### config.mk
export PLATFORM = sky130hd
export DESIGN_NAME = id_ex_stage
export DESIGN_NICKNAME = d
export VERILOG_FILES = /design/src/rtl/id_ex_stage.sv
export SDC_FILE = /design/constraint.sdc
export NUM_CORES = 1
export LEC_CHECK = 0
export ABC_AREA = 0
export BUFFER_PORTS_ARGS = -buffer_cell sky130_fd_sc_hd__buf_2
export CAP_MARGIN = 20
export CELL_PAD_IN_SITES_DETAIL_PLACEMENT = 1
export CELL_PAD_IN_SITES_GLOBAL_PLACEMENT = 1
export CORE_AREA = 8 8 129 143
export CTS_BUF_LIST = sky130_fd_sc_hd__clkbuf_16
export CTS_CLUSTER_DIAMETER = 200
export CTS_CLUSTER_SIZE = 16
export DETAILED_ROUTE_END_ITERATION = 8
export DIE_AREA = 0 0 137 151
export PLACE_DENSITY_LB_ADDON = 0.05
export SETUP_SLACK_MARGIN = 0.1
export SLEW_MARGIN = 20
export SYNTH_ARGS = -nofsm -noshare
export SYNTH_HDL_FRONTEND = slang
export SYNTH_SLANG_ARGS = --single-unit
### constraint.sdc
create_clock -name clk -period 0.92 [get_ports clk]
set_input_delay 0.092 -clock clk [delete_from_list [all_inputs] [get_ports clk]]
set_output_delay 0.092 -clock clk [all_outputs]
set_load 0.02 [all_outputs]
### src/rtl/id_ex_stage.sv
// ID/EX pipeline register with load-use hazard detection.
//
// Captures the decoded control bits, datapath operands and register specifiers of
// the instruction leaving ID and presents them to EX one cycle later. A branch-taken
// flush from MEM squashes the entering instruction to an all-zero bubble. When the
// ID instruction reads the destination of a load already sitting in EX, a single
// bubble is inserted and the PC and IF/ID register are frozen for that cycle.
//
// Configuration:
//   ID_EX_HAZARD_EN  defined   -> load-use detection and bubble insertion active
//                    undefined -> stall tied 0, pc_write/ifid_write tied 1
//
// Ports:
//   clk, reset             single clock, synchronous active-high reset
//   flush                  squash the instruction entering EX
//   *_in                   decoder control bits, datapath values, specifiers from ID
//   *_out                  registered copies presented to EX
//   valid_out              1 = EX holds a real instruction, 0 = bubble
//   stall                  combinational load-use hazard indication
//   pc_write, ifid_write   combinational enables, both ~stall

module id_ex_stage #(
    parameter int unsigned DATA_W = 32
) (
    input  logic              clk,
    input  logic              reset,
    input  logic              flush,

    input  logic              RegDst_in,
    input  logic              Branch_in,
    input  logic              MemRead_in,
    input  logic              MemtoReg_in,
    input  logic              MemWrite_in,
    input  logic              ALUSrc_in,
    input  logic              RegWrite_in,
    input  logic [1:0]        ALUOp_in,

    input  logic [DATA_W-1:0] pc_plus4_in,
    input  logic [DATA_W-1:0] read_data1_in,
    input  logic [DATA_W-1:0] read_data2_in,
    input  logic [DATA_W-1:0] sign_ext_in,
    input  logic [4:0]        rs_in,
    input  logic [4:0]        rt_in,
    input  logic [4:0]        rd_in,

    output logic              RegDst_out,
    output logic              Branch_out,
    output logic              MemRead_out,
    output logic              MemtoReg_out,
    output logic              MemWrite_out,
    output logic              ALUSrc_out,
    output logic              RegWrite_out,
    output logic [1:0]        ALUOp_out,

    output logic [DATA_W-1:0] pc_plus4_out,
    output logic [DATA_W-1:0] read_data1_out,
    output logic [DATA_W-1:0] read_data2_out,
    output logic [DATA_W-1:0] sign_ext_out,
    output logic [4:0]        rs_out,
    output logic [4:0]        rt_out,
    output logic [4:0]        rd_out,

    output logic              valid_out,
    output logic              stall,
    output logic              pc_write,
    output logic              ifid_write
);

    // Control bundle: {RegDst, Branch, MemRead, MemtoReg, MemWrite, ALUSrc, RegWrite, ALUOp}
    localparam int unsigned CTRL_W = 9;

    logic [CTRL_W-1:0] ctrl_in;
    logic [CTRL_W-1:0] ctrl_d, ctrl_q;
    logic              valid_d, valid_q;
    logic [DATA_W-1:0] pc_plus4_d, pc_plus4_q;
    logic [DATA_W-1:0] read_data1_d, read_data1_q;
    logic [DATA_W-1:0] read_data2_d, read_data2_q;
    logic [DATA_W-1:0] sign_ext_d, sign_ext_q;
    logic [4:0]        rs_d, rs_q;
    logic [4:0]        rt_d, rt_q;
    logic [4:0]        rd_d, rd_q;

    logic              hazard;

    assign ctrl_in = {RegDst_in, Branch_in, MemRead_in, MemtoReg_in, MemWrite_in,
                      ALUSrc_in, RegWrite_in, ALUOp_in};

    // Load-use detection looks only at registered EX state and the ID specifiers,
    // so no control input reaches an output combinationally.
`ifdef ID_EX_HAZARD_EN
    logic mem_read_q;
    assign mem_read_q = ctrl_q[6];

    always_comb begin
        hazard = 1'b0;
        // $zero is never a real producer, so rt_out == 0 can't create a hazard.
        if (mem_read_q && (rt_q != 5'd0) && ((rt_q == rs_in) || (rt_q == rt_in))) begin
            hazard = 1'b1;
        end
    end
`else
    assign hazard = 1'b0;
`endif

    assign stall      = hazard;
    assign pc_write   = ~hazard;
    assign ifid_write = ~hazard;

    // Next-state: flush clears everything, a stall clears only control and valid
    // (datapath still tracks ID), otherwise load straight through.
    always_comb begin
        ctrl_d       = ctrl_in;
        valid_d      = 1'b1;
        pc_plus4_d   = pc_plus4_in;
        read_data1_d = read_data1_in;
        read_data2_d = read_data2_in;
        sign_ext_d   = sign_ext_in;
        rs_d         = rs_in;
        rt_d         = rt_in;
        rd_d         = rd_in;

        if (flush) begin
            ctrl_d       = '0;
            valid_d      = 1'b0;
            pc_plus4_d   = '0;
            read_data1_d = '0;
            read_data2_d = '0;
            sign_ext_d   = '0;
            rs_d         = '0;
            rt_d         = '0;
            rd_d         = '0;
        end else if (hazard) begin
            ctrl_d  = '0;
            valid_d = 1'b0;
        end
    end

    always_ff @(posedge clk) begin
        if (reset) begin
            ctrl_q       <= '0;
            valid_q      <= 1'b0;
            pc_plus4_q   <= '0;
            read_data1_q <= '0;
            read_data2_q <= '0;
            sign_ext_q   <= '0;
            rs_q         <= '0;
            rt_q         <= '0;
            rd_q         <= '0;
        end else begin
            ctrl_q       <= ctrl_d;
            valid_q      <= valid_d;
            pc_plus4_q   <= pc_plus4_d;
            read_data1_q <= read_data1_d;
            read_data2_q <= read_data2_d;
            sign_ext_q   <= sign_ext_d;
            rs_q         <= rs_d;
            rt_q         <= rt_d;
            rd_q         <= rd_d;
        end
    end

    assign {RegDst_out, Branch_out, MemRead_out, MemtoReg_out, MemWrite_out,
            ALUSrc_out, RegWrite_out, ALUOp_out} = ctrl_q;

    assign valid_out      = valid_q;
    assign pc_plus4_out   = pc_plus4_q;
    assign read_data1_out = read_data1_q;
    assign read_data2_out = read_data2_q;
    assign sign_ext_out   = sign_ext_q;
    assign rs_out         = rs_q;
    assign rt_out         = rt_q;
    assign rd_out         = rd_q;

endmodule
==> results.py <==
metrics = {
    "outcome": {
        "status": "finished with violations",
        "violations": "setup timing",
    },
    "min_path": {
        "whs_endpoint": "read_data2_out[11]",
        "min_from": "flush",
        "whs_path_depth": 3,
        "holdCritPathClass": "primary input to flop",
    },
    "route": {
        "postRouteAntennaNets": 0,
        "drt_iter0_markers": 129,
        "vias_per_cell": 4.34,
        "totalWireLength_um": 19700,
        "wl_per_cell_um": 19.3,
        "dr_total_vias": 4429,
        "drc": 0,
        "drt_pass1_iterations": 4,
    },
    "synthesis": {
        "yosysSeqAreaShare": 0.630,
        "netlist_area_um2": 4860,
        "synth_enable_flop_cells": 0,
        "ys.flop_type": "dfxtp_1",
        "ys_top_cells_by_count": "153 x dfxtp_1, 83 x nor3b_1, 69 x nor3b_2, 17 x buf_2, 17 x buf_6",
        "synth_top_area_cell": "dfxtp_1",
        "synth_cell_types": 8,
        "yosysMostFrequentCell": "dfxtp_1",
        "async_reset_ff_frac": 0,
        "avgSynthCellArea_um2": 14.1,
        "syn_inst": 345,
        "synth_seq_cells": 153,
        "yosysWarnings": 0,
        "synth_top_area_share": 0.630,
        "netlist_top_cells_area": "dfxtp_1 63%, nor3b_2 18%, nor3b_1 13%, buf_6 3.9%, buf_2 1.8%",
    },
    "power_and_ir_drop": {
        "p_sw_frac": 0.231,
        "pwr-share-seq": 0.433,
        "comb_power_share": 0.153,
        "p_sw_mw": 3.77,
        "power.ir.vdd_worst_uv": 992,
        "internal_power_mw": 12.6,
        "p_leak_nw": 4.24,
        "powerDensity_nw_per_um2": 1660,
        "clockPowerShare": 0.414,
    },
    "global_routing": {
        "grt_pass1_vias": 5224,
        "antenna_found_initial": 1,
        "grt-ovfl-total": 0,
        "grt_pass1_wl_um": 29100,
        "grt_usage": 0.187,
        "grt_max_degree": 44,
    },
    "place": {
        "place_congestion": 0.712,
        "placed_area_um2": 6570,
        "io_buffers": 307,
        "post-dp-hpwl_um": 12600,
    },
    "setup_path": {
        "end_kind": "output port",
        "cp_max_fo": 1,
        "cp_top_family": "flip-flops",
        "worstSetupPathDepth": 1,
        "critPathSlowestCell": "dfxtp_2",
        "slowest_delay_ns": 0.35,
        "cp.arrival_ns": 0.87,
        "crit_type": "flop to output port",
        "crit_required_ns": 0.83,
        "worst-path-buf-inv": 1,
        "startpoint_type": "flop",
        "crit_chain": "buf_6",
    },
    "clock_tree": {
        "cts_tree": "built",
        "cts_max_level": 4,
        "cts_made_buffers": 17,
        "cts_max_path_buffers": 2,
        "path_clk_slew_ns": 0.06,
        "cts_root_buf": "clkbuf_16",
        "clock_sinks": 153,
    },
    "sta": {
        "period_share": 1.05,
        "setup_ws_ns": -0.0463,
        "rsz0062_at_grt": "true",
        "hold_viol_final": 0,
        "finalSetupViolations": 153,
        "clock.fmax_mhz": 1030,
        "drv_slew": 0,
        "finalSetupTns_ns": -3.03,
        "layout_min_cycle_time_ns": 0.966,
    },
    "cells_and_area": {
        "drive_gt1_frac": 0.695,
        "area_growth_pct": 102,
        "finalInstanceArea_um2": 9840,
        "nNetsFinal": 958,
    },
    "floorplanning": {
        "core_um2": 16100,
        "die_w_um": 137,
        "num_rows": 49,
        "start_util": 0.303,
        "pin_count": 311,
        "dieHeight_um": 151,
        "dieArea_um2": 20700,
    },
    "job": {
        "cap_violations": 0,
    },
}
## per-layer routing
layer	wire [um]	track usage	vias to the layer above
li1	-	-	2080
met1	6730	0.174	2131
met2	10700	0.353	199
met3	1930	0.0806	19
met4	328	0.0663	0
met5	0	0	-
## how the worst max path moves through the flow
stage,start,to,slack (ns)
2_1_floorplan,reset,pc_plus4_out[0],0.21
3_3_place_gp,flush,ctrl_q[8],0.12
3_5_place_dp,flush,ctrl_q[8],0.12
4_1_cts,pc_plus4_out[24],pc_plus4_out[24],-0.09
5_1_grt,pc_plus4_out[24],pc_plus4_out[24],-0.09
6_report,pc_plus4_out[24],pc_plus4_out[24],-0.05
## cell families after synthesis
logic type    share of synthesized area
buf+inv                          0.0615
flops                             0.630
other cells                     0.00155
simple gates                      0.307
## repair_timing
action / CTS / global route
pin swaps: 0 / 0
hold endpoints to repair: 152 / 5
setup buffers: 0 / 0
hold buffers: 154 / 2
setup endpoints to repair: 153 / 160
resized for setup: 459 / 0
## through the flow
stage	setup slack [ns]	total power [mW]	hold WS, ns	utilization	std cells
finish	-0.0463	16.3	0.0658	0.612	1021
global route	-0.0940	17.0	0.0763	0.612	1021
CTS	-0.0861	16.5	0.0447	0.612	1019
detailed placement	0.122	8.74	0.333	0.409	833
global placement	0.119	8.70	0.327	0.409	833
floorplan	0.206	8.04	0.249	-	346
## power groups by stage
stage	Sequential [mW]	Clock, mW	Combinational (mW)
2_1_floorplan	7.45	0	0.583
3_3_place_gp	7.10	0	1.61
3_5_place_dp	7.11	0	1.63
4_1_cts	7.08	6.97	2.48
5_1_grt	7.10	7.29	2.65
6_report	7.08	6.76	2.50
## flip-flops by register name (all words and copies together) (netlist names)
signal / count
ctrl_q: 9
pc_plus4_out: 32
rd_out: 5
read_data1_out: 32
read_data2_out: 32
rs_out: 5
rt_out: 5
sign_ext_out: 32
valid_out: 1
## cells in the final DEF, fill, tap and decap left out
| master | n |
|---|---|
| buf_2 | 152 |
| clkinv_2 | 4 |
| buf_6 | 155 |
| clkinv_1 | 3 |
| buf_12 | 8 |
| nor2_1 | 1 |
| nor3b_1 | 83 |
| nor3b_2 | 69 |
| bufinv_16 | 3 |
| diode_2 | 1 |
| clkinvlp_4 | 1 |
| dlygate4sd3_1 | 155 |
| conb_1 | 3 |
| dfxtp_2 | 153 |
| inv_1 | 4 |
| clkbuf_16 | 17 |
| buf_4 | 5 |
## final cells by class
type | instances | area (um^2)
tap | 204 | 255
clock inverter | 15 | 144
timing repair buffer | 475 | 4260
clock buffer | 17 | 425
antenna | 1 | 2.50
fill | 1595 | 6220
sequential | 153 | 3250
multi-input combinational | 156 | 1500
Power figures use the tool's default switching activity.
